$ cat src/rtl/fpu_mux_arbiter_3ch.sv
// rtl/fpu_mux_arbiter_3ch.sv - round-robin 3-channel arbiter in front of one shared FPU unit
//
// Ports:
//   clk          rising-edge clock
//   rst          synchronous active-high reset
//   req[2:0]     level request per channel, held until its ack
//   unit_ready   shared-unit done flag (only looked at in WAIT)
//   unit_result  shared-unit result, valid with unit_ready
//   sel[1:0]     operand mux select (0..2)
//   unit_beg     one-cycle start pulse to the shared unit
//   ack[2:0]     one-hot one-cycle completion pulse
//   result_out   registered result, valid in the ack cycle, held otherwise
//   err          watchdog-expired flag, pulses with ack
//   busy         high whenever not IDLE
module fpu_mux_arbiter_3ch #(
  parameter int W   = 32,
  parameter int TMO = 255
) (
  input  logic         clk,
  input  logic         rst,
  input  logic [2:0]   req,
  input  logic         unit_ready,
  input  logic [W-1:0] unit_result,
  output logic [1:0]   sel,
  output logic         unit_beg,
  output logic [2:0]   ack,
  output logic [W-1:0] result_out,
  output logic         err,
  output logic         busy
);

  localparam int CW = ($clog2(TMO) < 2) ? 2 : $clog2(TMO);
  localparam logic [CW-1:0] CNT_LAST = CW'(TMO - 1);

  typedef enum logic [1:0] {
    S_IDLE  = 2'd0,
    S_ISSUE = 2'd1,
    S_WAIT  = 2'd2,
    S_RESP  = 2'd3
  } state_t;

  state_t         state_q, state_d;
  logic [1:0]     sel_q, sel_d;
  logic [1:0]     last_q, last_d;
  logic [CW-1:0]  cnt_q, cnt_d;
  logic           unit_beg_q, unit_beg_d;
  logic [2:0]     ack_q, ack_d;
  logic           err_q, err_d;
  logic           busy_q, busy_d;
  logic [W-1:0]   result_q, result_d;

  // Search order starts one past the last granted channel and wraps.
  // Only meaningful when r != 0.
  function automatic logic [1:0] rr_pick(input logic [2:0] r, input logic [1:0] last);
    logic [1:0] c0, c1, c2;
    case (last)
      2'd0:    begin c0 = 2'd1; c1 = 2'd2; c2 = 2'd0; end
      2'd1:    begin c0 = 2'd2; c1 = 2'd0; c2 = 2'd1; end
      default: begin c0 = 2'd0; c1 = 2'd1; c2 = 2'd2; end
    endcase
    if (r[c0])      rr_pick = c0;
    else if (r[c1]) rr_pick = c1;
    else            rr_pick = c2;
  endfunction

  always_comb begin
    state_d    = state_q;
    sel_d      = sel_q;
    last_d     = last_q;
    cnt_d      = cnt_q;
    unit_beg_d = 1'b0;
    ack_d      = 3'b000;
    err_d      = 1'b0;
    result_d   = result_q;

    case (state_q)
      S_IDLE: begin
        if (|req) begin
          sel_d      = rr_pick(req, last_q);
          unit_beg_d = 1'b1;
          state_d    = S_ISSUE;
        end
      end
      S_ISSUE: begin
        cnt_d   = '0;
        state_d = S_WAIT;
      end
      S_WAIT: begin
        // A ready flag in the timeout cycle still counts as a good result.
        if (unit_ready) begin
          result_d = unit_result;
          ack_d    = 3'b001 << sel_q;
          state_d  = S_RESP;
        end else if (cnt_q == CNT_LAST) begin
          ack_d   = 3'b001 << sel_q;
          err_d   = 1'b1;
          state_d = S_RESP;
        end else begin
          cnt_d = cnt_q + CW'(1);
        end
      end
      S_RESP: begin
        last_d  = sel_q;
        state_d = S_IDLE;
      end
      default: state_d = S_IDLE;
    endcase

    busy_d = (state_d != S_IDLE);
  end

  always_ff @(posedge clk) begin
    if (rst) begin
      state_q    <= S_IDLE;
      sel_q      <= 2'd0;
      last_q     <= 2'd2;
      cnt_q      <= '0;
      unit_beg_q <= 1'b0;
      ack_q      <= 3'b000;
      err_q      <= 1'b0;
      busy_q     <= 1'b0;
      result_q   <= '0;
    end else begin
      state_q    <= state_d;
      sel_q      <= sel_d;
      last_q     <= last_d;
      cnt_q      <= cnt_d;
      unit_beg_q <= unit_beg_d;
      ack_q      <= ack_d;
      err_q      <= err_d;
      busy_q     <= busy_d;
      result_q   <= result_d;
    end
  end

  assign sel        = sel_q;
  assign unit_beg   = unit_beg_q;
  assign ack        = ack_q;
  assign err        = err_q;
  assign busy       = busy_q;
  assign result_out = result_q;

endmodule

$ cat config.mk
export PLATFORM = sky130hd
export DESIGN_NAME = fpu_mux_arbiter_3ch
export DESIGN_NICKNAME = d
export VERILOG_FILES = /design/src/rtl/fpu_mux_arbiter_3ch.sv
export SDC_FILE = /design/constraint.sdc
export NUM_CORES = 1
export LEC_CHECK = 0
export ABC_AREA = 1
export BUFFER_PORTS_ARGS = -buffer_cell sky130_fd_sc_hd__buf_4
export CAP_MARGIN = 20
export CELL_PAD_IN_SITES_DETAIL_PLACEMENT = 1
export CELL_PAD_IN_SITES_GLOBAL_PLACEMENT = 1
export CORE_ASPECT_RATIO = 1.1
export CORE_MARGIN = 3
export CORE_UTILIZATION = 34
export DETAILED_ROUTE_END_ITERATION = 10
export GPL_ROUTABILITY_DRIVEN = 0
export GPL_TIMING_DRIVEN = 0
export HOLD_SLACK_MARGIN = 0.03
export PLACE_DENSITY_LB_ADDON = 0.1
export SLEW_MARGIN = 20
export SYNTH_ARGS = -nofsm -noshare
export SYNTH_HDL_FRONTEND = slang
export SYNTH_SLANG_ARGS = --single-unit
$ cat constraint.sdc
create_clock -name clk -period 1.5 [get_ports clk]
set_clock_uncertainty 0.05 [all_clocks]
set_input_delay 0.3 -clock clk [delete_from_list [all_inputs] [get_ports clk]]
set_output_delay 0.3 -clock clk [all_outputs]
set_load 0.02 [all_outputs]
* Word-level counts from Yosys, hierarchy flattened
Cells that the tools add are included.
** Word-level totals
- Output and inout port bits :: 40
- Logic and storage cells :: 57
- Bits in registers :: 52
** Operators by class
- Equal/unequal tests :: 7
- Muxes and demuxes :: 24
- Bitwise logic cells :: 2
- Reductions and logical operators :: 11
- Shift operators :: 1
- Add/sub/neg operators :: 1
- Magnitude comparators :: 2
** Operators with widths (count)
- 2-bit 2-to-1 mux :: 9
- 8-bit 2-to-1 mux :: 2
- 8-bit case mux with 2 select lines :: 1
- 2-bit case mux with 2 select lines :: 3
- 8-bit by 1-bit adder with 8-bit output, second input constant :: 1
- 8-bit == test, second input constant :: 1
- 2-bit case mux with 4 select lines :: 1
- 2-bit by 3-bit less-than comparator with 1-bit output, second input constant :: 2
- 3-bit 2-to-1 mux :: 2
- 3-bit OR reduction :: 2
- 1-bit binary-select mux with 2-bit select :: 2
- 2-bit by 1-bit == test with 1-bit output, second input constant :: 2
- 2-bit == test, second input constant :: 2
- 2-bit zero test :: 2
- 1-bit 2-to-1 mux :: 4
- 2-bit != test, second input constant :: 2
- 2-bit AND reduction :: 2
- 2-bit nonzero test :: 2
- 2-bit OR reduction :: 2
- 3-bit AND reduction :: 1
- 1-bit by 2-bit left shift with 3-bit output, first input constant :: 1
- 1-bit NOT :: 2

* Logic depth before layout (Yosys ltp)
Gate-level depths: netlist of run 1.
- Depth after elaboration :: 8
- Gate-level depth with buffers :: 10

* Worst setup path before layout of run 1
OpenSTA, ideal clock, no wires.
- Kind :: register to register
- Start :: reg cnt_q[0]
- End :: reg cnt_q[1]
- Data required time :: 1.380 ns
- Data arrival time :: 1.204 ns
- Setup slack :: 0.176 ns
- Stages on the path, launching flop included :: 9
- Path through :: dfxtp_1 inv_1 ha_1 nand2_1 nor2_1 nand2_2 nand3_4 or2_1 a21oi_1
** On the way
- Cells in the longest elaborated chain, start to end :: 4
- Elaborated cells between the ends (all ways) :: 7
** Ends and longest elaborated chain
- from (decl) :: line 45 : logic [CW-1:0] cnt_q, cnt_d;
- from (signal assigned) :: line 127 : cnt_q <= cnt_d;
- 8-bit by 1-bit adder with 8-bit output :: line 99 : cnt_d = cnt_q + CW'(1);
- 8-bit 2-to-1 mux :: line 94 : end else if (cnt_q == CNT_LAST) begin
- 8-bit 2-to-1 mux :: line 90 : if (unit_ready) begin
- 8-bit case mux with 2 select lines :: line 76 : case (state_q)
Parallel ways exist; a longest one is shown, timed or not. The select of a mux whose other input is x is not followed.
A chain may end at the register's enable or synchronous reset.

* Final worst setup path of run 1
Ends and elaborated chain as after synthesis.

==> reports/results.ini, run 1 <==
[status]
outcome=finished clean

[clock_network]
cts.sinks=52
clkTransAtPathRegs_ps=100
cts_tree=yes
cts-hold-fix-buffers=0
htreeDepth=2
clockRootBuffer=clkbuf_8
clock_path_buffers=2
numCtsBuffers=5
clk_latency_ps=300

[global_routing]
grt_overflow=0
grt_pass1_wl_um=10100
grt_pass1_vias=2157
grtUsageTotal_pct=18.0
grt_max_degree=17
antenna_found_initial=0

[synthesis]
syn_avg_cell_area_um2=7.57
ys_warn_count=0
ys_seq_area_share_pct=49.1
synth_top_area_cell=dfxtp_1
synth.distinct_cells=25
ys_seq_elements=52
yosys.area.top_type_share_pct=49.1
synth.cell_area_um2=2120
synthCells=280
synth_area_leaders=dfxtp_1 (49%), nand2_1 (11%), a21oi_1 (11%)
synth_nets=320

[detailed_routing]
num_vias=2169
drt_iter0_drc=73
dr.pass1.iters=4
vias_per_cell=4.87
drtAntennaViolNets=0
drc=0
routedWlPerCell_um=14.7
wl_um=6530

[sta]
timing.hold.ws_ps=211
period_needed_ps=1450
tightest_slew_ps=553
finalCritPeriodShare_pct=96.5
final_max_slew_viol_count=0
relSlewSlack_pct=63.1
setup-violations-final=0
tns_ps=0
max_freq_mhz=691
hold_viol_final=0

[layout]
fill_cells=769
synthToLayoutAreaGrowth_pct=41.0
drive_gt1_share_pct=32.1
fin_nets=407
antennaDiodeCount=0
design_area_um2=2990

[setup_path]
endpoint_kind=flip-flop
cp_slowest_cell=dfxtp_2
path_cells=inv_2, ha_4, nand2_2, nor2_2, nand2_2, nand3_4, or2_1, a21oi_2
cpPeakStageDelay_ps=370
cp.arrival_ps=1640
cp.required_ps=1690
crit_type=flip-flop to flip-flop
worstSetupStartpointType=flip-flop
worstPathMaxFanout=5
cp_common_cell=nand2_2

[die]
die_w_um=81.3
dieArea_um2=7220
initial_utilization_pct=35.9
std_cell_rows=29
die_h_um=88.8
io_pins=78
placeableCoreArea_um2=5910

[placement]
post-dp-hpwl_um=4580
portBuffers=75
placed_area_um2=2780

[pwr]
power.switching_w=0.000941
pwr-share-clk_pct=30.8
p_int_w=0.00221
vdd_drop_max_uv=475
power.share.combinational_pct=20.8
p_per_area_nw_per_um2=1060
p_seq_share_pct=48.4
swShare_pct=29.8
total_power_w=0.00316
p_leak_nw=1.20

[hold_path]
hp-class=input port to flip-flop

[run]
maxCapViolCount=0

==> logic make-up (layout without fill, tap and decap cells) <==
kind of cell	count (synthesis)	count (layout)	share of synthesized area [%]
compound gates	53	53	12.8
xor+xnor	2	2	0.826
simple gates	141	142	30.3
fa+ha+maj	2	2	1.18
buf+inv	30	117	5.84
flops	52	52	49.1
==> layer usage <==
| layer | routed length, um | share of wire (%) | vias to the layer above | GRT usage (%) |
|---|---|---|---|---|
| met3 | 373 | 5.7 | 4 | 6.11 |
| met5 | 0 | 0 | - | 0 |
| li1 | - | - | 1101 | - |
| met1 | 2740 | 42 | 1023 | 21.1 |
| met2 | 3360 | 51 | 41 | 31.1 |
| met4 | 61 | 0.93 | 0 | 4.61 |
==> registers in the layout, summed over array words and instances, names as in the netlist <==
signal	flops
result_out	32
last_q	2
state_q	2
sel	2
cnt_q	8
busy	1
unit_beg	1
ack	3
err	1
==> power by group through the flow <==
stage | Clock [W] | Sequential [W] | Combinational, W
floorplan | 0 | 0.00163 | 0.000275
global route | 0.00106 | 0.00154 | 0.000727
CTS | 0.000999 | 0.00153 | 0.000626
detailed placement | 0 | 0.00156 | 0.000623
global placement | 0 | 0.00155 | 0.000615
finish | 0.000970 | 0.00153 | 0.000657
==> critical path, delay by kind of cell, from the launching register on <==
kind            cells  cell delay, ps
flops               1             370
buf+inv             1              70
compound gates      1             130
simple gates        5             620
fa+ha+maj           1             150
==> path summary, 6_finish.rpt <==
check                        from              to  slack (ps)  cells past startpoint
setup / recovery         cnt_q[0]        cnt_q[1]          50                      8
hold / removal    unit_result[13]  result_out[13]         210                      3
setup reg to reg         cnt_q[0]        cnt_q[1]          50                      8
hold reg to reg     result_out[7]   result_out[7]         420                      2
==> metrics by stage <==
stage | utilization [%] | worst slack (ps) | instances
2_1_floorplan | - | 176 | 280
3_3_place_gp | 47.0 | 18.4 | 432
3_5_place_dp | 47.0 | -11.0 | 432
4_1_cts | 48.9 | 21.0 | 440
5_1_grt | 50.6 | -14.1 | 445
6_report | 50.6 | 51.9 | 445
==> cell usage in the layout, fill, tap and decap left out, drive strengths merged <==
cell      netlist  layout
a21oi          46      46
buf             8      84
bufinv          0       1
clkbuf          7      15
clkinv          0       1
clkinvlp        0       1
dfxtp          52      52
ha              2       2
inv            15      15
nand2          68      68
nand3          47      48
nor2           18      18
nor3            4       4
nor3b           1       1
nor4            1       1
o21ai           6       6
o21bai          1       1
or2             2       2
xor2            2       2
==> cell type report <==
type	instances	area [um2]	share of cell area, %
multi-input combinational	199	1010	33.9
timing repair buffer	79	593	19.8
clock inverter	3	42.5	1.42
inverter	15	58.8	1.97
tap	77	96.3	3.22
clock buffer	5	68.8	2.30
buffer	15	72.6	2.43
sequential	52	1040	34.9
==> Yosys cell counts <==
master    number
nand2_2        4
inv_1         12
o21bai_1       1
nand3_4        1
clkbuf_1       7
nand2_1       63
buf_1          1
o21ai_0        5
xor2_1         2
nor3b_1        1
dfxtp_1       52
or2_2          1
inv_2          2
nand2_4        1
ha_1           2
nor2_4         1
nor2_1        17
nand3_1       46
a21oi_1       46
nor3_1         4
or2_1          1
o21ai_2        1
buf_2          7
nor4_1         1
inv_4          1
==> what timing repair did <==
| item | 4_1_cts | 5_1_grt |
|---|---|---|
| pin swaps | 0 | 3 |
| endpoints found under the setup margin | 7 | 14 |
| cloned | 0 | 1 |
| setup buffers | 0 | 4 |
| resized for setup | 1 | 16 |
(Power assumes the default switching activity.)
==> inputs of run 2 (changes only) <==
--- a/config.mk
+++ b/config.mk
@@ -13,11 +13,13 @@
 export CORE_ASPECT_RATIO = 1.1
 export CORE_MARGIN = 3
 export CORE_UTILIZATION = 34
+export CTS_CLUSTER_DIAMETER = 60
 export DETAILED_ROUTE_END_ITERATION = 10
 export GPL_ROUTABILITY_DRIVEN = 0
 export GPL_TIMING_DRIVEN = 0
 export HOLD_SLACK_MARGIN = 0.03
 export PLACE_DENSITY_LB_ADDON = 0.1
+export REMOVE_ABC_BUFFERS = 1
 export SLEW_MARGIN = 20
 export SYNTH_ARGS = -nofsm -noshare
 export SYNTH_HDL_FRONTEND = slang
==> reports/results.ini, run 2 (synthesis results as in run 1) <==
[clock_network]
cts_tree=yes
cts.sinks=52
clockRootBuffer=clkbuf_8
numCtsBuffers=5
clkTransAtPathRegs_ps=100
htreeDepth=2
clock_path_buffers=2
clk_latency_ps=300

[setup_path]
cp-startpoint=cnt_q[0]
path_cells=buf_4, ha_2, inv_1, or2_2, a21oi_1, nand2_1, a21oi_1
crit_family=flip-flops
r2r_setup_slack_ps=90
crit_type=flip-flop to flip-flop
cp.required_ps=1690
cp_slowest_cell=dfxtp_2
worstPathMaxFanout=4
cp.arrival_ps=1600
worstSetupStartpointType=flip-flop
endpoint_kind=flip-flop
crit_buf_inv=2
cpPeakStageDelay_ps=360
cp_common_cell=a21oi_1
r2r-start=cnt_q[0]

[sta]
tightest_slew_ps=517
period_needed_ps=1410
final_max_slew_viol_count=0
relSlewSlack_pct=65.6
tns_ps=0
setup-violations-final=0
finalCritPeriodShare_pct=94.0
max_freq_mhz=710
hold_viol_final=0
timing.final.ws_setup_ps=90.6

[detailed_routing]
num_vias=2094
drtAntennaViolNets=0
wl_um=6170
drt_iter0_drc=35
dr.pass1.iters=4
vias_per_cell=4.86
routedWlPerCell_um=14.3
drc=0

[die]
die_w_um=81.3
initial_utilization_pct=35.9
io_pins=78
std_cell_rows=29
dieArea_um2=7220
placeableCoreArea_um2=5910
die_h_um=88.8

[layout]
fin_nets=393
layout.cells.non_filler=431
final_common_cell=buf_4
antennaDiodeCount=0
synthToLayoutAreaGrowth_pct=39.2
fill_cells=752
drive_gt1_share_pct=30.8
mostFrequentLayoutCells=buf_4 (79), nand2_1 (63), dfxtp_1 (50), nand3_1 (45), a21oi_1 (44)
largest_register_ffs=32

[placement]
post-dp-hpwl_um=4100
dp.cells=419
portBuffers=77
pre_cts_ws_ps=-332

[global_routing]
grt_overflow=0
grt_pass1_vias=2120
grt_max_degree=47
grtUsageTotal_pct=17.5
grt_pass1_wl_um=9880
antenna_found_initial=0

[pwr]
p_per_area_nw_per_um2=1070
total_power_w=0.00316
p_leak_nw=1.18
vdd_drop_max_uv=469

[hold_path]
hp-class=input port to flip-flop
hp-start=unit_result[6]

[run]
maxCapViolCount=0

[status]
outcome=finished clean

[run 2: cell types whose count changed in the layout (fill, tap and decap cells not counted), sizes merged]
cell,delta
nand2,+1
buf,-5
clkbuf,-10
inv,-1
clkinv,+1
[run 2: final cells by class]
type | instances | area (um2) | area share [%]
clock buffer | 5 | 68.8 | 2.33
clock inverter | 3 | 42.5 | 1.44
inverter | 15 | 82.6 | 2.80
multi-input combinational | 200 | 1020 | 34.7
sequential | 52 | 1040 | 35.4
tap | 77 | 96.3 | 3.26
timing repair buffer | 79 | 593 | 20.1
[run 2: what timing repair did]
action                                  4_1_cts  5_1_grt
resized for setup                             5       11
gates cloned                                  0        2
buffers inserted                              0        2
endpoints found under the setup margin       41       42
hold buffers                                  0        0
pin swaps                                     0        3
[run 2: worst paths after layout]
check / to / depth (start not counted)
max: cnt_q[2] / 7
min reg2reg: cnt_q[0] / 1
min: result_out[6] / 3
max reg2reg: cnt_q[2] / 7
[run 2: worst reg2reg max path, cell delays in order (launching register included)]
cell and delay, ps:
dfxtp_2 360, buf_4 110, ha_2 200, inv_1 60, or2_2 260, a21oi_1 120, nand2_1 70, a21oi_1 110
[run 2: power by group]
| group | switching, W | internal [W] | total [W] |
|---|---|---|---|
| combinational | 0.000410 | 0.000245 | 0.000655 |
| sequential | 0.0000654 | 0.00146 | 0.00153 |
| clock | 0.000479 | 0.000495 | 0.000973 |
[run 2: through the flow]
stage,util (%),area (um2),hold slack (ps)
after global placement,46.2,2730,398
final,49.9,2950,214
after floorplan,-,2060,319
after detailed placement,46.2,2730,406
after global routing,49.9,2950,214
after CTS,48.3,2860,201
[run 2: per-layer routing]
layer	vias up	GRT usage, %	wire, um
li1	1076	-	-
met1	967	21.3	2720
met2	49	28.8	3000
met3	2	7.13	423
met4	0	4.15	31
met5	-	0	0
==> inputs of run 3 (changes only) <==
--- a/config.mk
+++ b/config.mk
@@ -5,18 +5,16 @@
 export SDC_FILE = /design/constraint.sdc
 export NUM_CORES = 1
 export LEC_CHECK = 0
-export ABC_AREA = 1
 export BUFFER_PORTS_ARGS = -buffer_cell sky130_fd_sc_hd__buf_4
 export CAP_MARGIN = 20
 export CELL_PAD_IN_SITES_DETAIL_PLACEMENT = 1
 export CELL_PAD_IN_SITES_GLOBAL_PLACEMENT = 1
 export CORE_ASPECT_RATIO = 1.1
 export CORE_MARGIN = 3
-export CORE_UTILIZATION = 34
+export CORE_UTILIZATION = 35
 export CTS_CLUSTER_DIAMETER = 60
 export DETAILED_ROUTE_END_ITERATION = 10
 export GPL_ROUTABILITY_DRIVEN = 0
-export GPL_TIMING_DRIVEN = 0
 export HOLD_SLACK_MARGIN = 0.03
 export PLACE_DENSITY_LB_ADDON = 0.1
 export REMOVE_ABC_BUFFERS = 1
==> reports/results.ini, run 3 <==
[layout]
final_common_cell=buf_4
antennaDiodeCount=0
mostFrequentLayoutCells=buf_4 (85), nand2_1 (68), dfxtp_1 (48), a21oi_1 (39), nand3b_1 (6)
synthToLayoutAreaGrowth_pct=42.1
largest_register_ffs=32
drive_gt1_share_pct=35.6
post-route-util_pct=53.1
fin_nets=361

[setup_path]
endpoint_kind=flip-flop
crit_type=flip-flop to flip-flop
cp-startpoint=cnt_q[0]
cp.required_ps=1680
cp.arrival_ps=1660
worstSetupStartpointType=flip-flop
r2r-start=cnt_q[0]
worstPathMaxFanout=4
ff2ff_path_depth=5
r2r_setup_slack_ps=30

[clock_network]
clockRootBuffer=clkbuf_8
cts_tree=yes
clock_path_buffers=2
clk_latency_ps=300
htreeDepth=2
cts-hold-fix-buffers=0
clkTransAtPathRegs_ps=90
numCtsBuffers=5
cts.sinks=52

[global_routing]
grt_pass1_vias=1924
grt_overflow=0
grt_pass1_wl_um=9230
antenna_found_initial=0
grtUsageTotal_pct=16.9
grt_max_degree=33

[synthesis]
synth_commonest_cells=nand2_1 (68), dfxtp_1 (52), a21oi_1 (40), clkbuf_1 (11), nand3b_1 (6)
ys_seq_elements=52
synth_compound_area_share_pct=13.3
synthMuxAreaShare_pct=3.51
synth_top_area_cell=dfxtp_1
ys_async_sr_fraction_pct=0
ys_warn_count=0
yosys.area_share.simple_pct=27.6
yosys.area.top_type_share_pct=50.3
synth_fa_ha_area_share_pct=1.21
synth_edf_count=0
synth.cell_area_um2=2070
synthCells=243
yosys.area_share.xor_xnor_pct=0
syn_avg_cell_area_um2=8.52
synth_top_family_by_area=simple AND/OR/NAND/NOR gates
ys_seq_area_share_pct=50.3
synth_area_leaders=dfxtp_1 (50%), nand2_1 (12%), a21oi_1 (9.7%)
synth_ff_type=dfxtp_1
synth.distinct_cells=37
yosysMostFrequentCell=nand2_1

[sta]
finalCritPeriodShare_pct=98.1
relSlewSlack_pct=73.2
final_max_slew_viol_count=0
timing.hold.ws_ps=189
max_freq_mhz=679
tightest_slew_ps=392
setup-violations-final=0
rsz0062_at_grt=yes
hold_viol_final=0
period_needed_ps=1470
timing.final.ws_setup_ps=27.8

[placement]
portBuffers=77
pre_cts_ws_ps=-66.3
post-dp-hpwl_um=4050

[status]
outcome=finished clean

[detailed_routing]
vias_per_cell=4.96
routedWlPerCell_um=14.6
drtAntennaViolNets=0
wl_um=5760
num_vias=1961
drc=0
drt_iter0_drc=71
dr.pass1.iters=4

[die]
std_cell_rows=28
placeableCoreArea_um2=5540
initial_utilization_pct=37.4
dieArea_um2=6870
io_pins=78
die_h_um=86.7
die_w_um=79.3

[pwr]
swShare_pct=26.3
p_seq_share_pct=50.6
p_leak_nw=1.20
vdd_drop_max_uv=530
pwr-share-clk_pct=30.9
total_power_w=0.00298
p_per_area_nw_per_um2=1010
power.share.combinational_pct=18.5
p_int_w=0.00220
power.switching_w=0.000784

[run]
maxCapViolCount=0

[hold_path]
hp-start=unit_result[17]
whs_path_depth=3
hp-class=input port to flip-flop

## run 3: power groups by stage
stage                     sequential (W)  combinational (W)  clock, W
after global routing             0.00152           0.000607   0.00102
after floorplan                  0.00160           0.000178         0
final                            0.00151           0.000553  0.000920
after global placement           0.00153           0.000538         0
after detailed placement         0.00154           0.000546         0
after CTS                        0.00151           0.000548  0.000954
## run 3: routing by layer
layer / vias to the layer above / global-route usage, % / part of all wire (%)
met5: - / 0 / 0
met4: 0 / 4.69 / 1.5
met3: 7 / 4.16 / 5.1
met2: 54 / 28.1 / 48
met1: 914 / 21.8 / 45
li1: 986 / - / -
## run 3: per-stage QoR
stage	TNS (ps)	area, um2	cells
floorplan	-96.8	1990	226
global placement	-20.8	2760	388
detailed placement	-172	2760	388
CTS	0	2870	394
global route	-66.7	2940	395
finish	0	2940	395
## run 3: timing repair
action,in CTS,in global routing
setup buffers,0,1
resized for setup,5,14
pin swaps,0,4
setup endpoints to repair,6,7
gates cloned,0,0
## run 3: final timing paths
path / endpoint
max: cnt_q[6]
max reg2reg: cnt_q[6]
min: result_out[17]
min reg2reg: result_out[31]
## run 3: logic make-up (layout without fill, tap and decap cells)
group | count (synthesis) | in the layout
AO/OA/AOI/OAI | 50 | 50
AND/OR/NAND/NOR | 113 | 113
flip-flops | 52 | 52
adder cells (fa/ha/maj) | 2 | 2
buffers and inverters | 19 | 96
multiplexers | 7 | 7
## run 3: critical path: stages (launching register included)
cell and delay, ps:
dfxtp_2 350, buf_6 110, ha_4 130, nand4bb_4 140, or4_4 510, a21oi_2 130
## run 3: cell type report
cell class / instances / area, um2
clock buffer: 5 / 68.8
clock inverter: 1 / 30.0
fill: 686 / 2590
inverter: 2 / 7.51
multi-input combinational: 172 / 1000
sequential: 52 / 1050
tap: 75 / 93.8
timing repair buffer: 88 / 689
